**src/rtl/rc4_pkg.sv**
```systemverilog
// ---------------------------------------------------------------------------
// rc4_pkg
// Shared definitions for the RC4 S-memory scheduler slice:
//   - phase_e      : scheduler phase encoding (also driven out on `phase`)
//   - REQ_*        : requester IDs (init / shuffle / decrypt)
//   - *_W_DEF      : default S-memory address / data widths
// ---------------------------------------------------------------------------
package rc4_pkg;

    localparam int ADDR_W_DEF = 8;
    localparam int DATA_W_DEF = 8;

    typedef enum logic [2:0] {
        PH_IDLE    = 3'd0,
        PH_INIT    = 3'd1,
        PH_SHUFFLE = 3'd2,
        PH_DECRYPT = 3'd3,
        PH_DONE    = 3'd4,
        PH_ERROR   = 3'd5
    } phase_e;

    localparam logic [1:0] REQ_INIT    = 2'd0;
    localparam logic [1:0] REQ_SHUFFLE = 2'd1;
    localparam logic [1:0] REQ_DECRYPT = 2'd2;

endpackage

```
**src/rtl/s_mem_scheduler_phase_timer.sv**
```systemverilog
// ---------------------------------------------------------------------------
// phase_timer
// Counts cycles spent in the current scheduler phase and flags the cycle in
// which the count would reach `limit`.
// Ports:
//   clk, reset_n : clock, asynchronous active-low reset
//   clear        : restart the count at zero (phase entry)
//   enable       : count this cycle (a phase is active)
//   limit        : number of phase cycles allowed
//   expired      : this enabled cycle is the limit-th cycle of the phase
// ---------------------------------------------------------------------------
module phase_timer #(
    parameter int CNT_W = 16
) (
    input  logic             clk,
    input  logic             reset_n,
    input  logic             clear,
    input  logic             enable,
    input  logic [CNT_W-1:0] limit,
    output logic             expired
);

    logic [CNT_W-1:0] count_q;
    logic [CNT_W-1:0] count_d;
    logic [CNT_W:0]   count_inc;

    // Extra bit so the comparison cannot wrap at the counter's maximum.
    assign count_inc = {1'b0, count_q} + {{CNT_W{1'b0}}, 1'b1};
    assign expired   = enable & (count_inc >= {1'b0, limit});

    always_comb begin
        count_d = count_q;
        if (clear) begin
            count_d = '0;
        end else if (enable) begin
            count_d = count_inc[CNT_W-1:0];
        end
    end

    always_ff @(posedge clk or negedge reset_n) begin
        if (!reset_n) begin
            count_q <= '0;
        end else begin
            count_q <= count_d;
        end
    end

endmodule

```
**src/rtl/s_mem_scheduler.sv**
```systemverilog
// ---------------------------------------------------------------------------
// s_mem_scheduler
// Sequences the RC4 init -> shuffle -> decrypt phases and arbitrates the
// single-port S-memory between the three phase FSMs. Ownership follows the
// phase; non-owner requests are dropped and flagged on `conflict`.
// Ports:
//   clk, reset_n                  : clock, asynchronous active-low reset
//   start                         : begin a new init/shuffle/decrypt run
//   start_<r> / done_<r>          : launch / completion pulses per phase FSM
//   req_<r>, wren_<r>,
//   address_<r>, data_<r>         : memory request from requester r
//   gnt_<r>                       : r owns the memory (its phase is active)
//   rvalid_<r>                    : rdata carries r's read data this cycle
//   mem_address/mem_data/mem_wren : to s_memory; mem_q back (1-cycle latency)
//   rdata                         : mem_q passed straight to all requesters
//   phase, busy, done, error      : scheduler status
//   conflict                      : a non-owner requested this cycle
// ---------------------------------------------------------------------------
module s_mem_scheduler
    import rc4_pkg::*;
#(
    parameter int          ADDR_W      = ADDR_W_DEF,
    parameter int          DATA_W      = DATA_W_DEF,
    parameter logic [15:0] TIMEOUT_CYC = 16'hFFFF
) (
    input  logic              clk,
    input  logic              reset_n,
    input  logic              start,
    output logic              start_init,
    output logic              start_shuffle,
    output logic              start_decrypt,
    input  logic              done_init,
    input  logic              done_shuffle,
    input  logic              done_decrypt,
    input  logic              req_init,
    input  logic              wren_init,
    input  logic [ADDR_W-1:0] address_init,
    input  logic [DATA_W-1:0] data_init,
    input  logic              req_shuffle,
    input  logic              wren_shuffle,
    input  logic [ADDR_W-1:0] address_shuffle,
    input  logic [DATA_W-1:0] data_shuffle,
    input  logic              req_decrypt,
    input  logic              wren_decrypt,
    input  logic [ADDR_W-1:0] address_decrypt,
    input  logic [DATA_W-1:0] data_decrypt,
    output logic              gnt_init,
    output logic              gnt_shuffle,
    output logic              gnt_decrypt,
    output logic              rvalid_init,
    output logic              rvalid_shuffle,
    output logic              rvalid_decrypt,
    output logic [ADDR_W-1:0] mem_address,
    output logic [DATA_W-1:0] mem_data,
    output logic              mem_wren,
    input  logic [DATA_W-1:0] mem_q,
    output logic [DATA_W-1:0] rdata,
    output logic [2:0]        phase,
    output logic              busy,
    output logic              done,
    output logic              error,
    output logic              conflict
);

    localparam logic [2:0] ST_IDLE    = PH_IDLE;
    localparam logic [2:0] ST_INIT    = PH_INIT;
    localparam logic [2:0] ST_SHUFFLE = PH_SHUFFLE;
    localparam logic [2:0] ST_DECRYPT = PH_DECRYPT;
    localparam logic [2:0] ST_DONE    = PH_DONE;
    localparam logic [2:0] ST_ERROR   = PH_ERROR;

    logic [2:0] state_q, state_d;
    logic       launch_q;      // first cycle of the current state
    logic       rd_pend_q;     // owner read issued last cycle
    logic [1:0] rd_id_q;       // who issued it (survives a phase change)

    logic       own_valid;
    logic [1:0] own_id;
    logic       own_req, own_wren, own_read;
    logic [2:0] req_v, gnt_v;
    logic       expired;

    assign req_v = {req_decrypt, req_shuffle, req_init};

    // Phase -> memory owner.
    always_comb begin
        own_valid = 1'b1;
        own_id    = REQ_INIT;
        case (state_q)
            ST_INIT:    own_id = REQ_INIT;
            ST_SHUFFLE: own_id = REQ_SHUFFLE;
            ST_DECRYPT: own_id = REQ_DECRYPT;
            default:    own_valid = 1'b0;
        endcase
    end

    assign gnt_v = own_valid ? (3'b001 << own_id) : 3'b000;

    // Memory mux: only the owner's request reaches s_memory.
    always_comb begin
        // NOTE: every output gets a default before the case, so no path can infer a latch.
        mem_address = '0;
        mem_data    = '0;
        own_req     = 1'b0;
        own_wren    = 1'b0;
        if (own_valid) begin
            case (own_id)
                REQ_INIT: begin
                    mem_address = address_init;
                    mem_data    = data_init;
                    own_req     = req_init;
                    own_wren    = wren_init;
                end
                REQ_SHUFFLE: begin
                    mem_address = address_shuffle;
                    mem_data    = data_shuffle;
                    own_req     = req_shuffle;
                    own_wren    = wren_shuffle;
                end
                default: begin
                    mem_address = address_decrypt;
                    mem_data    = data_decrypt;
                    own_req     = req_decrypt;
                    own_wren    = wren_decrypt;
                end
            endcase
        end
    end

    assign mem_wren = own_req & own_wren;
    assign own_read = own_req & ~own_wren;

    // Qualified by reset_n so the flag is low while reset is held even if
    // requesters keep asserting req.
    assign conflict = reset_n & (|(req_v & ~gnt_v));

    // Phase sequencing; a timeout takes priority over a same-cycle done.
    always_comb begin
        state_d = state_q;
        case (state_q)
            ST_IDLE, ST_DONE, ST_ERROR: begin
                if (start) state_d = ST_INIT;
            end
            ST_INIT: begin
                if (expired)        state_d = ST_ERROR;
                else if (done_init) state_d = ST_SHUFFLE;
            end
            ST_SHUFFLE: begin
                if (expired)           state_d = ST_ERROR;
                else if (done_shuffle) state_d = ST_DECRYPT;
            end
            ST_DECRYPT: begin
                if (expired)           state_d = ST_ERROR;
                else if (done_decrypt) state_d = ST_DONE;
            end
            default: state_d = ST_IDLE;
        endcase
    end

    phase_timer #(
        .CNT_W (16)
    ) u_phase_timer (
        .clk     (clk),
        .reset_n (reset_n),
        .clear   (state_d != state_q),
        .enable  (own_valid),
        .limit   (TIMEOUT_CYC),
        .expired (expired)
    );

    // NOTE: state registers use non-blocking assignments so every flop samples pre-edge values.
    always_ff @(posedge clk or negedge reset_n) begin
        if (!reset_n) begin
            state_q   <= ST_IDLE;
            launch_q  <= 1'b0;
            rd_pend_q <= 1'b0;
            rd_id_q   <= REQ_INIT;
        end else begin
            state_q   <= state_d;
            launch_q  <= (state_d != state_q);
            rd_pend_q <= own_read;
            if (own_read) rd_id_q <= own_id;
        end
    end

    // Launch pulse only for phase states; DONE/ERROR have no grant.
    assign start_init    = launch_q & gnt_v[0];
    assign start_shuffle = launch_q & gnt_v[1];
    assign start_decrypt = launch_q & gnt_v[2];

    assign gnt_init    = gnt_v[0];
    assign gnt_shuffle = gnt_v[1];
    assign gnt_decrypt = gnt_v[2];

    assign rvalid_init    = rd_pend_q & (rd_id_q == REQ_INIT);
    assign rvalid_shuffle = rd_pend_q & (rd_id_q == REQ_SHUFFLE);
    assign rvalid_decrypt = rd_pend_q & (rd_id_q == REQ_DECRYPT);

    assign rdata = mem_q;
    assign phase = state_q;
    assign busy  = own_valid;
    assign done  = (state_q == ST_DONE);
    assign error = (state_q == ST_ERROR);

endmodule

```
**config.mk**
```make
export PLATFORM = sky130hd
export DESIGN_NAME = s_mem_scheduler
export DESIGN_NICKNAME = d
export VERILOG_FILES = /design/src/rtl/rc4_pkg.sv /design/src/rtl/s_mem_scheduler_phase_timer.sv /design/src/rtl/s_mem_scheduler.sv
export SDC_FILE = /design/constraint.sdc
export NUM_CORES = 1
export LEC_CHECK = 0
export ABC_CLOCK_PERIOD_IN_PS = 3150
export CAP_MARGIN = 10
export CORE_ASPECT_RATIO = 0.6
export CORE_MARGIN = 2
export CORE_UTILIZATION = 35
export CTS_CLUSTER_DIAMETER = 150
export DETAILED_ROUTE_END_ITERATION = 7
export GPL_TIMING_DRIVEN = 0
export PLACE_DENSITY = 0.71
export SLEW_MARGIN = 20
export SYNTH_ARGS = -nofsm -noshare
export SYNTH_HDL_FRONTEND = slang
export SYNTH_SLANG_ARGS = --single-unit
```
**constraint.sdc**
```tcl
create_clock -name clk -period 3.15 [get_ports clk]
set_clock_uncertainty 0.05 [all_clocks]
set_input_delay 0.4725 -clock clk [delete_from_list [all_inputs] [get_ports clk]]
set_output_delay 0.4725 -clock clk [all_outputs]
set_load 0.01 [all_outputs]
```
==> summary.txt <==
Floorplan
  • DIE WIDTH: 107 um
  • Core ar.: 6110 um2
  • I/O pins: 109
  • Die Ht: 65.6 um
  • Starting Density: 36.2%
  • Die ar.: 6990 um2
  • # rows: 22

CTS
  • Hold buffers post-CTS: 0
  • Postcts setup bufs: 0
  • Clock latency on the worst-skew pair: 0.27 ns
  • H-tree depth: 1
  • Clk root buf: clkbuf_8
  • Clock Sinks: 23
  • Reg clk slew, reported paths: 0.08 ns
  • CTS buffer count: 3
  • CTS tree: done
  • CTS max path bufs: 2

Hold path
  • Hold Crit Class: input pin to asynchronous set/reset pin

Synth
  • Synth warn: 0
  • Mapped Nets: 324
  • Cells after synthesis: 254
  • Yosys cell types: 59
  • Seq cells post-synth: 23
  • Synth Cell Area: 2210 um2
  • Ys async rst share: 100%
  • Synthesized area per cell: 8.71 um2
  • Post-synth top flop: dfrtp_1
  • Register area share after synthesis: 26.0%
  • Post-synth EDFFs: 0

STA
  • Final hold slack: 0.126 ns
  • Rel. slew slack: 63.5%
  • Max Clock Freq: 0.334 GHz
  • Final setup fails: 0
  • Setup_tns: 0 ns
  • Final WS setup: 0.155 ns
  • Final Cycle Share: 95.1%
  • Final count of hold timing violations: 0
  • Worst Max-Slew Pin Slew: 0.548 ns
  • Tmin final: 3.00 ns
  • Final Max Tran Viols: 0

Worst setup path
  • CP endpoint kind: flip-flop
  • CP max FO: 10
  • Slowest CP cell: or4b_2
  • Critical Path Start Type: flip-flop
  • Critical path class: flip-flop to flip-flop
  • Crit-path cells: ha_1 -> buf_2 -> nand4_2 -> or4b_2 -> a21oi_2 -> o211ai_2 -> and4_4 -> buf_6 -> buf_8 -> nor4_1
  • Buf/Inv on CP: 3
  • CP required: 3.26 ns
  • Worst r2r src: u_phase_timer.count_q[1]
  • Crit path DAT: 3.10 ns
  • CP startpoint: u_phase_timer.count_q[1]
  • Delay-heaviest family, CP: simple AND/OR/NAND/NOR gates
  • CP peak stage delay: 0.68 ns

Run status
  • Outcome: finished, final reports clean

Finish
  • Area added between synthesis and finish: 52.2%
  • # diodes: 0
  • Final nets: 428
  • Layout Cells excl Fill: 441
  • Layout cell share with drive strength beyond 1: 18.8%
  • Post-layout util: 55.1%

Pwr
  • Worst VDD drop: 0.284 mV
  • Pwr per Cell Area: 679 nW/um2
  • LEAKAGE: 1.32 nW

Global route
  • Total GRT Usage: 20.2%
  • Vias in the first global route: 2304
  • Initial antenna violation count: 0
  • GRT overflow: 0
  • First-pass GRT wire length: 11400 um
  • Largest net degree at the start of global routing: 25

Drt
  • Detailed-route via count: 2357
  • Post-Route WL: 6950 um
  • DRC: 0
  • DR WL/cell: 15.8 um
  • Drt via density: 5.34
  • Post-DRT Antenna Nets: 0
  • Pre-antenna DRT Iters: 5
  • First DRT Iteration DRCs: 186

Place
  • Cell count after placement: 438
  • # port buffers: 100
  • Gp weighted congestion: 0.918
  • Final HPWL DP: 5370 um
  • DP Worst Slack: -0.0690 ns

Flow run
  • Max-Cap Viols: 0
## final cells by class
class,instances,area [um2]
repair buffers,100,996
fillers,576,2740
flip-flops and latches,23,577
inverters,6,22.5
well taps,84,105
multi-input cells,197,1420
clock buffers,4,45.0
plain buffers,27,198
## layout by cell type, fill, tap and decap left out, drive strengths merged, types with 2 or more instances in the layout
cell and count:
mux2i 2, and4 3, nor2b 3, a32oi 2, nand2 18, buf 23, ha 2, and2 5
or3 2, and3b 2, clkdlybuf4s50 99, a22oi 18, nand2b 4, o211ai 3, mux2 19, inv 6
o31ai 4, nand3 7, xnor2 9, clkbuf 9, dfrtp 23, o21bai 3, and3 3, nor2 30
nand4 5, xor2 7, a21oi 5, nor4 15, or4 3, o21ai 2, nor3 5, nand4b 3
## cell usage after synthesis, drive strengths merged, types with 2 or more instances
library cell	number	area share, %
xnor2	9	3.6
o21ai	2	0.45
a22oi	18	6.1
nor2	30	5.1
nand4	5	1.7
o31ai	4	1.4
mux2i	2	0.91
or4	3	1.1
and2	5	1.4
a32oi	2	1.1
nor2b	3	0.85
ha	2	1.1
inv	6	1.0
xor2	7	2.8
nor3	5	1.1
clkbuf	6	1.0
and3	3	0.91
a21oi	5	1.3
nand4b	3	1.2
or3	2	0.62
and3b	2	0.79
nand3	7	2.0
buf	22	8.0
nand2b	4	1.1
o21bai	3	1.0
o211ai	3	1.2
and4	3	1.4
mux2	19	9.7
nor4	15	5.4
dfrtp	23	26
nand2	18	3.1
## state kept, by name, indices dropped and copies added, names as in the netlist
signal,cells
rd_pend_q,1
phase,3
launch_q,1
rd_id_q,2
u_phase_timer.count_q,16
## worst paths after layout
| check | to | slack (ns) | depth (start not counted) |
|---|---|---|---|
| max | u_phase_timer.count_q[0] | 0.15 | 10 |
| min | u_phase_timer.count_q[2] | 0.13 | 1 |
| max reg2reg | u_phase_timer.count_q[0] | 0.15 | 10 |
| min reg2reg | rd_id_q[0] | 0.50 | 1 |
| max in group asynchronous | u_phase_timer.count_q[1] | 2.54 | 1 |
| min in group clk | rd_id_q[0] | 0.50 | 1 |
## timing repair
item / CTS / global route
gates cloned: 0 / 0
endpoints found under the setup margin: 9 / 22
resized for setup: 1 / 4
## layer usage
metal / vias up / share of wire, % / global-route usage [%]
li1: 1136 / - / -
met1: 1107 / 49 / 29.3
met2: 104 / 44 / 31.5
met3: 10 / 6.6 / 3.97
met4: 0 / 0.98 / 3.57
met5: - / 0 / 0
## power by group
part / internal (mW) / switching, mW
sequential: 0.347 / 0.0431
clock: 0.0905 / 0.0978
combinational: 0.857 / 0.851
total: 1.29 / 0.992
## worst register-to-register path, cell delays in order (launching register included)
cell and delay [ns]:
dfrtp_2 0.43, ha_1 0.16, buf_2 0.19, nand4_2 0.20, or4b_2 0.68, a21oi_2 0.21, o211ai_2 0.17, and4_4 0.23
buf_6 0.14, buf_8 0.15, nor4_1 0.28
## logic make-up (layout without fill, tap and decap cells)
group / after synthesis / in the layout / share of synthesized area, %
AND/OR/NAND/NOR: 112 / 112 / 29.2
AO/OA/AOI/OAI: 46 / 46 / 16.7
buffers and inverters: 34 / 137 / 10.0
flip-flops: 23 / 23 / 26.0
multiplexers: 21 / 21 / 10.6
XOR/XNOR: 16 / 16 / 6.34
adder cells (fa/ha/maj): 2 / 2 / 1.13
## per-stage QoR
step	power [mW]	instance area, um2
2_1_floorplan	1.38	2210
3_5_place_dp	2.09	3310
4_1_cts	2.28	3360
3_3_place_gp	2.07	3320
5_1_grt	2.45	3370
6_report	2.29	3370
Power figures use the tool's default switching activity.
